[config.mk]
export PLATFORM = sky130hd
export DESIGN_NAME = alu_cmd_issuer
export DESIGN_NICKNAME = d
export VERILOG_FILES = /design/src/rtl/alu_pkg.sv /design/src/rtl/alu_func_decode.sv /design/src/rtl/alu_cmd_issuer.sv
export SDC_FILE = /design/constraint.sdc
export NUM_CORES = 1
export LEC_CHECK = 0
export CORE_MARGIN = 5
export CORE_UTILIZATION = 46
export DETAILED_ROUTE_END_ITERATION = 12
export HOLD_SLACK_MARGIN = 0.05
export PLACE_DENSITY = 0.85
export SETUP_SLACK_MARGIN = 0.2
export SYNTH_ARGS = -nofsm -noshare
export SYNTH_HDL_FRONTEND = slang
export SYNTH_SLANG_ARGS = --single-unit
export TNS_END_PERCENT = 10
[constraint.sdc]
create_clock -name clk -period 5.1 [get_ports clk]
set_input_delay 1.02 -clock clk [delete_from_list [all_inputs] [get_ports clk]]
set_output_delay 1.02 -clock clk [all_outputs]
set_load 0.02 [all_outputs]
[src/rtl/alu_pkg.sv]
// alu_pkg: shared function codes, ALU op encodings, decode record and FSM states for the ALU command issuer.
package alu_pkg;

    localparam logic [2:0] FUNC_AND = 3'b000;
    localparam logic [2:0] FUNC_OR  = 3'b001;
    localparam logic [2:0] FUNC_ADD = 3'b010;
    localparam logic [2:0] FUNC_SUB = 3'b011;
    localparam logic [2:0] FUNC_SLT = 3'b100;
    localparam logic [2:0] FUNC_NOR = 3'b101;

    localparam logic [1:0] OP_AND = 2'b00;
    localparam logic [1:0] OP_OR  = 2'b01;
    localparam logic [1:0] OP_ADD = 2'b10;
    localparam logic [1:0] OP_SLT = 2'b11;

    typedef enum logic [1:0] {
        IDLE = 2'd0,
        EXEC = 2'd1,
        RESP = 2'd2
    } state_t;

    typedef struct packed {
        logic       ainvert;
        logic       bnegate;
        logic [1:0] op;
        logic       illegal;
        logic       ovf_valid;
    } dec_t;

endpackage

[src/rtl/alu_func_decode.sv]
// alu_func_decode: maps a command function code onto ALU control lines plus illegal/overflow-meaningful flags.
module alu_func_decode
    import alu_pkg::*;
(
    input  logic [2:0] func,
    output dec_t       dec
);

    always_comb begin
        dec = '{ainvert: 1'b0, bnegate: 1'b0, op: OP_AND, illegal: 1'b1, ovf_valid: 1'b0};
        case (func)
            FUNC_AND: dec = '{1'b0, 1'b0, OP_AND, 1'b0, 1'b0};
            FUNC_OR:  dec = '{1'b0, 1'b0, OP_OR,  1'b0, 1'b0};
            FUNC_ADD: dec = '{1'b0, 1'b0, OP_ADD, 1'b0, 1'b1};
            FUNC_SUB: dec = '{1'b0, 1'b1, OP_ADD, 1'b0, 1'b1};
            FUNC_SLT: dec = '{1'b0, 1'b1, OP_SLT, 1'b0, 1'b0};
            FUNC_NOR: dec = '{1'b1, 1'b1, OP_AND, 1'b0, 1'b0};
            default:  dec = '{1'b0, 1'b0, OP_AND, 1'b1, 1'b0};
        endcase
    end

endmodule

[src/rtl/alu_cmd_issuer.sv]
// alu_cmd_issuer: drives a combinational ALU from valid/ready commands, holds the drive for a settle window,
// captures the result into a valid/ready response and keeps saturating op/overflow statistics.
module alu_cmd_issuer
    import alu_pkg::*;
#(
    parameter int WIDTH         = 32,
    parameter int SETTLE_CYCLES = 1,
    parameter int CNT_W         = 16
)
(
    input  logic             clk,
    input  logic             rst_n,
    input  logic             cmd_valid,
    output logic             cmd_ready,
    input  logic [2:0]       cmd_func,
    input  logic [WIDTH-1:0] cmd_a,
    input  logic [WIDTH-1:0] cmd_b,
    output logic [WIDTH-1:0] alu_in1,
    output logic [WIDTH-1:0] alu_in2,
    output logic             alu_ainvert,
    output logic             alu_bnegate,
    output logic [1:0]       alu_op,
    input  logic [WIDTH-1:0] alu_result,
    input  logic             alu_overflow,
    input  logic             alu_zero,
    output logic             rsp_valid,
    input  logic             rsp_ready,
    output logic [WIDTH-1:0] rsp_result,
    output logic             rsp_overflow,
    output logic             rsp_zero,
    output logic             rsp_err,
    output logic [CNT_W-1:0] op_count,
    output logic [CNT_W-1:0] ovf_count
);

    localparam logic [3:0] SETTLE = 4'(SETTLE_CYCLES);

    state_t     state, state_n;
    dec_t       dec;
    logic [3:0] cnt;
    logic       ovf_ok;
    logic       accept, capture, rsp_done;

    alu_func_decode u_dec (
        .func (cmd_func),
        .dec  (dec)
    );

    assign accept    = cmd_valid && cmd_ready && state == IDLE;
    assign capture   = state == EXEC && cnt == 4'd1;
    assign rsp_valid = state == RESP;
    assign rsp_done  = rsp_valid && rsp_ready;

    always_ff @(posedge clk or negedge rst_n) begin
        if (!rst_n) state <= IDLE;
        else        state <= state_n;
    end

    always_comb begin
        state_n = state;
        case (state)
            IDLE:    if (accept) state_n = dec.illegal ? RESP : EXEC;
            EXEC:    if (capture) state_n = RESP;
            RESP:    if (rsp_ready) state_n = IDLE;
            default: state_n = IDLE;
        endcase
    end

    // cmd_ready is registered so it stays low until the first edge after reset release
    always_ff @(posedge clk or negedge rst_n) begin
        if (!rst_n) begin
            cmd_ready    <= 1'b0;
            alu_in1      <= '0;
            alu_in2      <= '0;
            alu_ainvert  <= 1'b0;
            alu_bnegate  <= 1'b0;
            alu_op       <= OP_AND;
            cnt          <= 4'd0;
            ovf_ok       <= 1'b0;
            rsp_result   <= '0;
            rsp_overflow <= 1'b0;
            rsp_zero     <= 1'b0;
            rsp_err      <= 1'b0;
        end else begin
            cmd_ready <= state_n == IDLE;
            if (accept && !dec.illegal) begin
                alu_in1     <= cmd_a;
                alu_in2     <= cmd_b;
                alu_ainvert <= dec.ainvert;
                alu_bnegate <= dec.bnegate;
                alu_op      <= dec.op;
                ovf_ok      <= dec.ovf_valid;
                cnt         <= SETTLE;
            end
            if (accept && dec.illegal) begin
                rsp_result   <= '0;
                rsp_overflow <= 1'b0;
                rsp_zero     <= 1'b0;
                rsp_err      <= 1'b1;
            end
            if (state == EXEC) cnt <= cnt - 4'd1;
            if (capture) begin
                rsp_result   <= alu_result;
                rsp_overflow <= alu_overflow && ovf_ok;
                rsp_zero     <= alu_zero;
                rsp_err      <= 1'b0;
            end
        end
    end

    always_ff @(posedge clk or negedge rst_n) begin
        if (!rst_n) begin
            op_count  <= '0;
            ovf_count <= '0;
        end else if (rsp_done) begin
            if (!rsp_err && !(&op_count))       op_count  <= op_count + 1'b1;
            if (rsp_overflow && !(&ovf_count))  ovf_count <= ovf_count + 1'b1;
        end
    end

endmodule

### Word level (Yosys, flattened, before mapping)

Index checks and enable logic that the tools add are counted.

* register bits: 143
* word-level logic and storage cells: 63

* $add $sub $neg: 3
* eq/ne operators: 8
* multiplexer cells: 15
* reduce and logical (&&, ||, !) cells: 22

Operators with widths (number)
* two-way mux 32 bit: 2
* case mux 6 bit (6 select lines): 1
* adder 16 x 1 -> 16 bit (second input constant): 2
* AND reduction 16 bit: 2
* logical AND 1 bit: 9
* two-way mux 2 bit: 4
* two-way mux 4 bit: 2
* == test 3 x 2 -> 1 bit (second input constant): 2
* == test 3 bit (second input constant): 2
* case mux 2 bit (3 select lines): 1
* two-way mux 1 bit: 5
* == test 4 x 1 -> 1 bit (second input constant): 1
* logical NOT 1 bit: 4
* logical NOT 2 bit: 2
* AND reduction 2 bit: 2
* nonzero test 2 bit: 2
* subtractor 4 x 1 -> 4 bit (second input constant): 1
* == test 3 x 1 -> 1 bit (second input constant): 1
* logical NOT 3 bit: 1
* == test 2 x 1 -> 1 bit (second input constant): 1
* == test 2 bit (second input constant): 1

### Depth between registers and ports, before layout

Gate-level depths: netlist of run 1.

* depth after elaboration: 6
* mapped depth: 8

### Cells and area by module

From an unflattened synthesis of run 1, not the netlist that was laid out.

* cells, all modules: 410
* area, all modules: 5708.0 um^2

By module, submodules not included
* alu_cmd_issuer: times used 1, cells each 401, area each 5636.7 um^2, sequential area each 3578.4 um^2
* alu_func_decode: times used 1, cells each 9, area each 71.3 um^2, sequential area each 0.0 um^2

### Worst setup path after synthesis of run 1

OpenSTA, ideal clock, no wires.

* path kind: in2reg
* from: input port rsp_ready
* to: register op_count[15]
* setup time: 0.128 ns
* data arrival time: 1.914 ns
* setup slack: 3.059 ns
* cell stages on the path: 4
* cell sequence: nand4bb_4 > nor4_4 > nand4_1 > mux2_1

* longest elaborated chain between the ends: 2

Ends and longest elaborated chain
* start, declared: line alu_cmd_issuer.sv:27 `input logic rsp_ready,`
* logical AND 1 bit: line alu_cmd_issuer.sv:52 `assign rsp_done = rsp_valid && rsp_ready;`
* AND reduction 2 bit (no source line)
* end signal, assigned: line alu_cmd_issuer.sv:116 `if (!rsp_err && !(&op_count)) op_count <= op_count + 1'b1;`
* end, declared: line alu_cmd_issuer.sv:32 `output logic [CNT_W-1:0] op_count,`

No other way between the ends.
A chain may end at the register's enable or synchronous reset.

### Worst setup path after layout of run 1

* from: input port cmd_func[2]
* to: register alu_in1[0]

* longest elaborated chain between the ends: 4

Ends and longest elaborated chain
* start, declared: line alu_cmd_issuer.sv:15 `input logic [2:0] cmd_func,`
* == test 3 bit, or another cell as far along: line alu_func_decode.sv:11 `case (func)`
* case mux 6 bit (6 select lines) *: line alu_func_decode.sv:11
* logical NOT 1 bit *: line alu_cmd_issuer.sv:86 `if (accept && !dec.illegal) begin`
* logical AND 1 bit *: line alu_cmd_issuer.sv:86
* end signal, assigned: line alu_cmd_issuer.sv:87 `alu_in1 <= cmd_a;`
* end, declared: line alu_cmd_issuer.sv:18 `output logic [WIDTH-1:0] alu_in1,`

Every way passes the cells marked *; elsewhere a longest branch is shown, timed or not.

==> results of run 1 <==
-- per-layer routing --
layer,wire (um),vias up
met3,1530,18
met5,0,-
met4,243,0
met1,6390,2347
met2,7970,205
li1,-,2363
-- final cells by class --
type                            count  area, um^2  share of cell area
Inverter                            3        11.3             0.00125
Multi-Input combinational cell    386        2180               0.242
Tap cell                          172         215              0.0239
Clock buffer                       27         533              0.0591
Clock inverter                      5        50.0             0.00555
Timing Repair Buffer              246        2450               0.272
Sequential cell                   143        3580               0.397
-- where the power goes --
part           leakage [nW]  total (mW)  internal [mW]  switching, mW
clock                 0.293        1.20          0.759          0.438
combinational          2.13        2.17           1.03           1.14
sequential             1.84        1.84           1.55          0.289
total                  4.26        5.21           3.34           1.87
-- cells in the mapped netlist, types with 2 or more instances --
master / n
nor4_4: 2
a211oi_1: 2
xor2_1: 18
inv_1: 3
nand2_1: 202
and4bb_1: 2
and3_1: 4
mux2_1: 4
and4_1: 5
nor2_1: 17
buf_2: 11
nand2b_1: 4
xnor2_1: 4
nor4_1: 3
a21oi_1: 11
a31oi_1: 3
nand3_1: 18
clkbuf_1: 8
nand4_1: 7
dfrtp_1: 143
nor3_1: 8
o21ai_0: 7
a22o_1: 36
ha_1: 4
buf_4: 5
-- final timing paths --
| check | startpoint | to | slack, ns | depth (start not counted) |
|---|---|---|---|---|
| worst min register to register | alu_in1[2] | alu_in1[2] | 0.47 | 2 |
| worst max register to register | state[1] | alu_in1[0] | 2.98 | 5 |
| min in group asynchronous | rst_n | alu_in1[0] | 0.73 | 1 |
| worst max-delay path | cmd_func[2] | alu_in1[0] | 2.23 | 6 |
| max in group asynchronous | rst_n | rsp_result[1] | 3.31 | 2 |
| worst min-delay path | alu_in1[2] | alu_in1[2] | 0.47 | 2 |
-- cells by family after synthesis --
kind of cell | Yosys count | synth area share
XOR/XNOR | 22 | 0.0328
multiplexers | 5 | 0.00957
buffers and inverters | 27 | 0.0228
AO/OA/AOI/OAI | 68 | 0.0883
flip-flops | 143 | 0.608
AND/OR/NAND/NOR | 287 | 0.230
adder cells (fa/ha/maj) | 4 | 0.00851
-- state kept, by name, indices dropped and copies added (netlist names) --
signal	flops
rsp_err	1
rsp_overflow	1
alu_ainvert	1
op_count	16
ovf_count	16
rsp_result	32
cnt	4
alu_bnegate	1
alu_op	2
alu_in2	32
cmd_ready	1
state	2
ovf_ok	1
rsp_zero	1
alu_in1	32
-- critical path: cells and delay by family --
kind                   cells  cell delay [ns]
and+or+nand+nor            4             1.22
buffers and inverters      2             0.95
-- through the flow --
step	instances	util	instance area (um^2)
finish	982	0.718	9020
global route	982	0.718	9020
CTS	982	0.718	9020
detailed placement	950	0.671	8440
global placement	950	0.671	8440
floorplan	556	-	5880
==> flow_metrics.tcl, run 1 <==
set metrics [dict create \
    synth_top_area_frac 0.608 \
    ys_top_cells_by_area "dfrtp_1, nand2_1, a22o_1, xor2_1, nand3_1" \
    drc 0 \
    synth_ff_type "dfrtp_1" \
    crit_path_top_delay_cell "nand2b_2" \
    cts_setup_buffers 0 \
    syn_area_mm2 0.00588 \
    area_growth_pct 53.3 \
    grt_max_degree 113 \
    die_w_um 123 \
    syn_nets 665 \
    ys_ff_latch 143 \
    setup_viol 0 \
    hpwl_um 11800 \
    io_buffers 241 \
    fmax_mhz 348 \
    seq_area_frac_synth 0.608 \
    clkSinkCount 143 \
    numCtsBuffers 17 \
    skew_ns 0.0112 \
    p_per_area_mw_per_mm2 578 \
    ys_warn_count 0 \
    cp_data_required_time_ns 5.45 \
    avgSynthCellArea_um2 10.6 \
    overflow 0 \
    cp-start-kind "primary input" \
    vias 4933 \
    hold_class "reg2reg" \
    dr.pass1.iters 4 \
    max-vdd-ir-drop_mv 0.339 \
    diodes 0 \
    cts.clk_slew.worst_paths_ns 0.06 \
    clock_latency_ns 0.41 \
    cts_root_buffer "clkbuf_16" \
    slew_viol_final 0 \
    cp_cell_sequence "clkdlybuf4s50_1 > and2_0 > nand2b_2 > buf_4 > nand2_1 > nand2_1" \
    met2_usage 0.368 \
    drt_iter0_drc 379 \
    p_leak_nw 4.26 \
    antenna_found_initial 0 \
    ctsResizeCount 0 \
    critPathArrivalTime_ns 3.22 \
    initial_core_util 0.468 \
    num_io_pins 242 \
    layout_setup_ws_ns 2.23 \
    dp_slack_ns 1.80 \
    holdWs_ns 0.473 \
    grt-busiest-layer "met2" \
    setup-tns-final_ns 0 \
    finalCriticalPeriod_ns 2.87 \
    critical_path_class "in2reg" \
    grt_pass1_wl_um 26500 \
    postSynth.asyncResetShare 1.00 \
    crit_path_end_kind "flip-flop" \
    die-area_mm2 0.0152 \
    status "complete, no violations" \
    clock_path_buffers 2 \
    routedWlPerCell_um 16.4 \
    cap_violations 0 \
    via_per_inst 5.02 \
    cp_max_fo 44 \
    yosysUniqueCellTypes 50 \
    grt_util_all_layers 0.225 \
    grt_use_met3 0.0929 \
    cts_tree "done" \
    relSlewSlack 0.324 \
    wl_um 16100 \
    synth_edf_count 0 \
    fin_nets 906 \
    finalPower_mw 5.21 \
    final_layout_size_suffix_gt1_frac 0.0605 \
    gp_congestion 0.878 \
    crit_path_frequent_cell "nand2_1" \
    hold_buffers 0 \
    yosysTopAreaCell "dfrtp_1" \
    most-common-layout-cells "clkdlybuf4s50_1, nand2_1, dfrtp_1" \
    rsz0062_at_grt "no" \
    max_stage_delay_ns 0.74 \
    final_common_cell "clkdlybuf4s50_1" \
    fp.dieH_um 123 \
    grtUsageMet1 0.271 \
    num_rows 41 \
    hold_viol 0 \
    worst_pin_slew_ns 1.01 \
    ant_nets 0 \
    cts_max_level 4 \
    syn_inst 556 \
    fill_cells 887 \
    core_mm2 0.0126 \
    grt_pass1_vias 5288 \
    period_share 0.563 \
]
(Power assumes the default switching activity.)
==> run 2, diff against run 1 <==
--- a/config.mk
+++ b/config.mk
@@ -6,10 +6,10 @@
 export NUM_CORES = 1
 export LEC_CHECK = 0
 export CORE_MARGIN = 5
-export CORE_UTILIZATION = 46
+export CORE_UTILIZATION = 39
 export DETAILED_ROUTE_END_ITERATION = 12
 export HOLD_SLACK_MARGIN = 0.05
-export PLACE_DENSITY = 0.85
+export PLACE_DENSITY = 0.77
 export SETUP_SLACK_MARGIN = 0.2
 export SYNTH_ARGS = -nofsm -noshare
 export SYNTH_HDL_FRONTEND = slang
==> constraint.sdc (replaced) <==
create_clock -name clk -period 2.3 [get_ports clk]
set_input_delay 0.46 -clock clk [delete_from_list [all_inputs] [get_ports clk]]
set_output_delay 0.46 -clock clk [all_outputs]
set_load 0.02 [all_outputs]
==> run 2 against run 1 <==
Count of clock-buffer cells in the layout down 4; flip-flop and latch count did not move; design area grew 1.3%; wire length up 3.5%; utilization fell by 9.4 points; power up 120%; largest cell class unchanged; register-to-register slack worse by 2.6 ns; via count up 2.8%; critical endpoint is now op_count[5]; setup slack lost 2.0 ns; sequential share of layout area shrank 0.51 points; clock power up 120%; clock skew shrank 0.0032 ns.
==> flow_metrics.tcl, run 2 (synthesis gave the netlist of run 1 again) <==
set metrics [dict create \
    setup-tns-final_ns 0 \
    critPathArrivalTime_ns 1.59 \
    core_mm2 0.0146 \
    grt_pass1_vias 5418 \
    skew_ns 0.00803 \
    antenna_found_initial 0 \
    top_regs "alu_in1: 32 flops, alu_in2: 32 flops, rsp_result: 32 flops" \
    die_w_um 133 \
    area_growth_pct 55.4 \
    clkPwrFrac 0.230 \
    die-area_mm2 0.0176 \
    final_common_cell "clkdlybuf4s50_1" \
    fmax_mhz 488 \
    swShare 0.360 \
    crit_path_top_delay_cell "clkdlybuf4s50_1" \
    initial_core_util 0.402 \
    cp-start-kind "flip-flop" \
    crit_path_end_kind "output pin" \
    cp_data_required_time_ns 1.84 \
    max-vdd-ir-drop_mv 0.726 \
    finalNonFillerCells 1002 \
    wl_um 16700 \
    slew_viol_final 0 \
    crit_buf_inv 1 \
    grt_util_all_layers 0.195 \
    cts_max_level 4 \
    hpwl_um 12300 \
    numCtsBuffers 17 \
    finalPower_mw 11.6 \
    cp_cell_sequence "clkdlybuf4s50_1" \
    stdcell_area_mm2 0.00914 \
    fp.dieH_um 133 \
    drt_iter0_drc 375 \
    cts_tree "done" \
    clock_latency_ns 0.41 \
    clkSinkCount 143 \
    status "complete, no violations" \
    gp_congestion 0.893 \
    place_area_mm2 0.00855 \
    io_buffers 241 \
    dr.pass1.iters 4 \
    num_io_pins 242 \
    hold_viol 0 \
    grt_pass1_wl_um 28000 \
    p_sw_mw 4.19 \
    vias 5072 \
    overflow 0 \
    diodes 0 \
    num_rows 44 \
    grt_max_degree 80 \
    dp.cells 969 \
    clock_path_buffers 2 \
    sequentialPowerShare 0.348 \
    cap_violations 0 \
    rsz0062_at_grt "yes" \
    critical_path_class "reg2out" \
    most-common-layout-cells "clkdlybuf4s50_1, nand2_1, dfrtp_1" \
    setup_viol 0 \
    relSlewSlack 0.712 \
    max_stage_delay_ns 0.68 \
    worst_pin_slew_ns 0.429 \
    period_share 0.891 \
    cp_max_fo 7 \
    p_leak_nw 4.30 \
    combPwrFrac 0.422 \
    fill_cells 1160 \
    hold_class "reg2reg" \
    cts_root_buffer "clkbuf_16" \
    crit_family "buffers and inverters" \
    internal_power_mw 7.45 \
    finalCriticalPeriod_ns 2.05 \
    p_per_area_mw_per_mm2 1270 \
    ant_nets 0 \
    drc 0 \
    final_layout_size_suffix_gt1_frac 0.0685 \
    routedWlPerCell_um 16.7 \
    cts.clk_slew.worst_paths_ns 0.06 \
    fin_nets 914 \
    via_per_inst 5.06 \
]
-- run 2: cell count changes in the layout (fill, tap and decap cells not counted), moves of 2 or more --
cell        change
buf_12          +4
buf_4           +3
inv_6           +2
clkinvlp_4      +2
clkbuf_8        -5
-- run 2: path summary, 6_finish.rpt --
path,startpoint,end,slack [ns],depth (start not counted)
worst max register to register,op_count[0],op_count[1],0.39,5
worst min register to register,alu_in1[14],alu_in1[14],0.47,2
min in group asynchronous,rst_n,ovf_count[10],0.52,2
worst max-delay path,op_count[5],op_count[5],0.25,1
max in group asynchronous,rst_n,alu_in2[19],1.05,3
worst min-delay path,alu_in1[14],alu_in1[14],0.47,2
-- run 2: area by class of cell --
| class | instances | area, um^2 | area share |
|---|---|---|---|
| Sequential cell | 143 | 3580 | 0.392 |
| Timing Repair Buffer | 254 | 2560 | 0.280 |
| Multi-Input combinational cell | 386 | 2180 | 0.239 |
| Clock buffer | 23 | 468 | 0.0512 |
| Tap cell | 184 | 230 | 0.0252 |
| Clock inverter | 9 | 108 | 0.0118 |
| Inverter | 3 | 11.3 | 0.00123 |
-- run 2: what timing repair did --
action | CTS | global route
endpoints found under the setup margin | 1 | 2
hold endpoints to repair | 32 | 0
hold buffers | 1 | 0
resized for setup | 1 | 1
setup buffers | 0 | 0
-- run 2: routing by layer --
layer | vias up | part of all wire | global-route usage
met1 | 2469 | 0.41 | 0.239
met4 | 0 | 0.015 | 0.0612
li1 | 2393 | - | -
met3 | 20 | 0.070 | 0.0699
met2 | 190 | 0.50 | 0.322
met5 | - | 0 | 0
-- run 2: power by group through the flow --
| stage | clock network, mW | logic [mW] | registers [mW] |
|---|---|---|---|
| floorplan | 0 | 1.45 | 5.04 |
| global placement | 0 | 4.85 | 4.05 |
| detailed placement | 0 | 4.98 | 4.08 |
| CTS | 2.74 | 4.99 | 4.07 |
| global route | 2.86 | 5.28 | 4.19 |
| finish | 2.68 | 4.91 | 4.06 |
-- run 2: metrics by stage --
step                hold WS (ns)  utilization  setup WS (ns)
floorplan                  0.164            -          0.472
global placement           0.368        0.584          0.121
detailed placement         0.375        0.584         0.0703
CTS                        0.476        0.624          0.229
global route               0.498        0.624          0.199
finish                     0.473        0.624          0.252
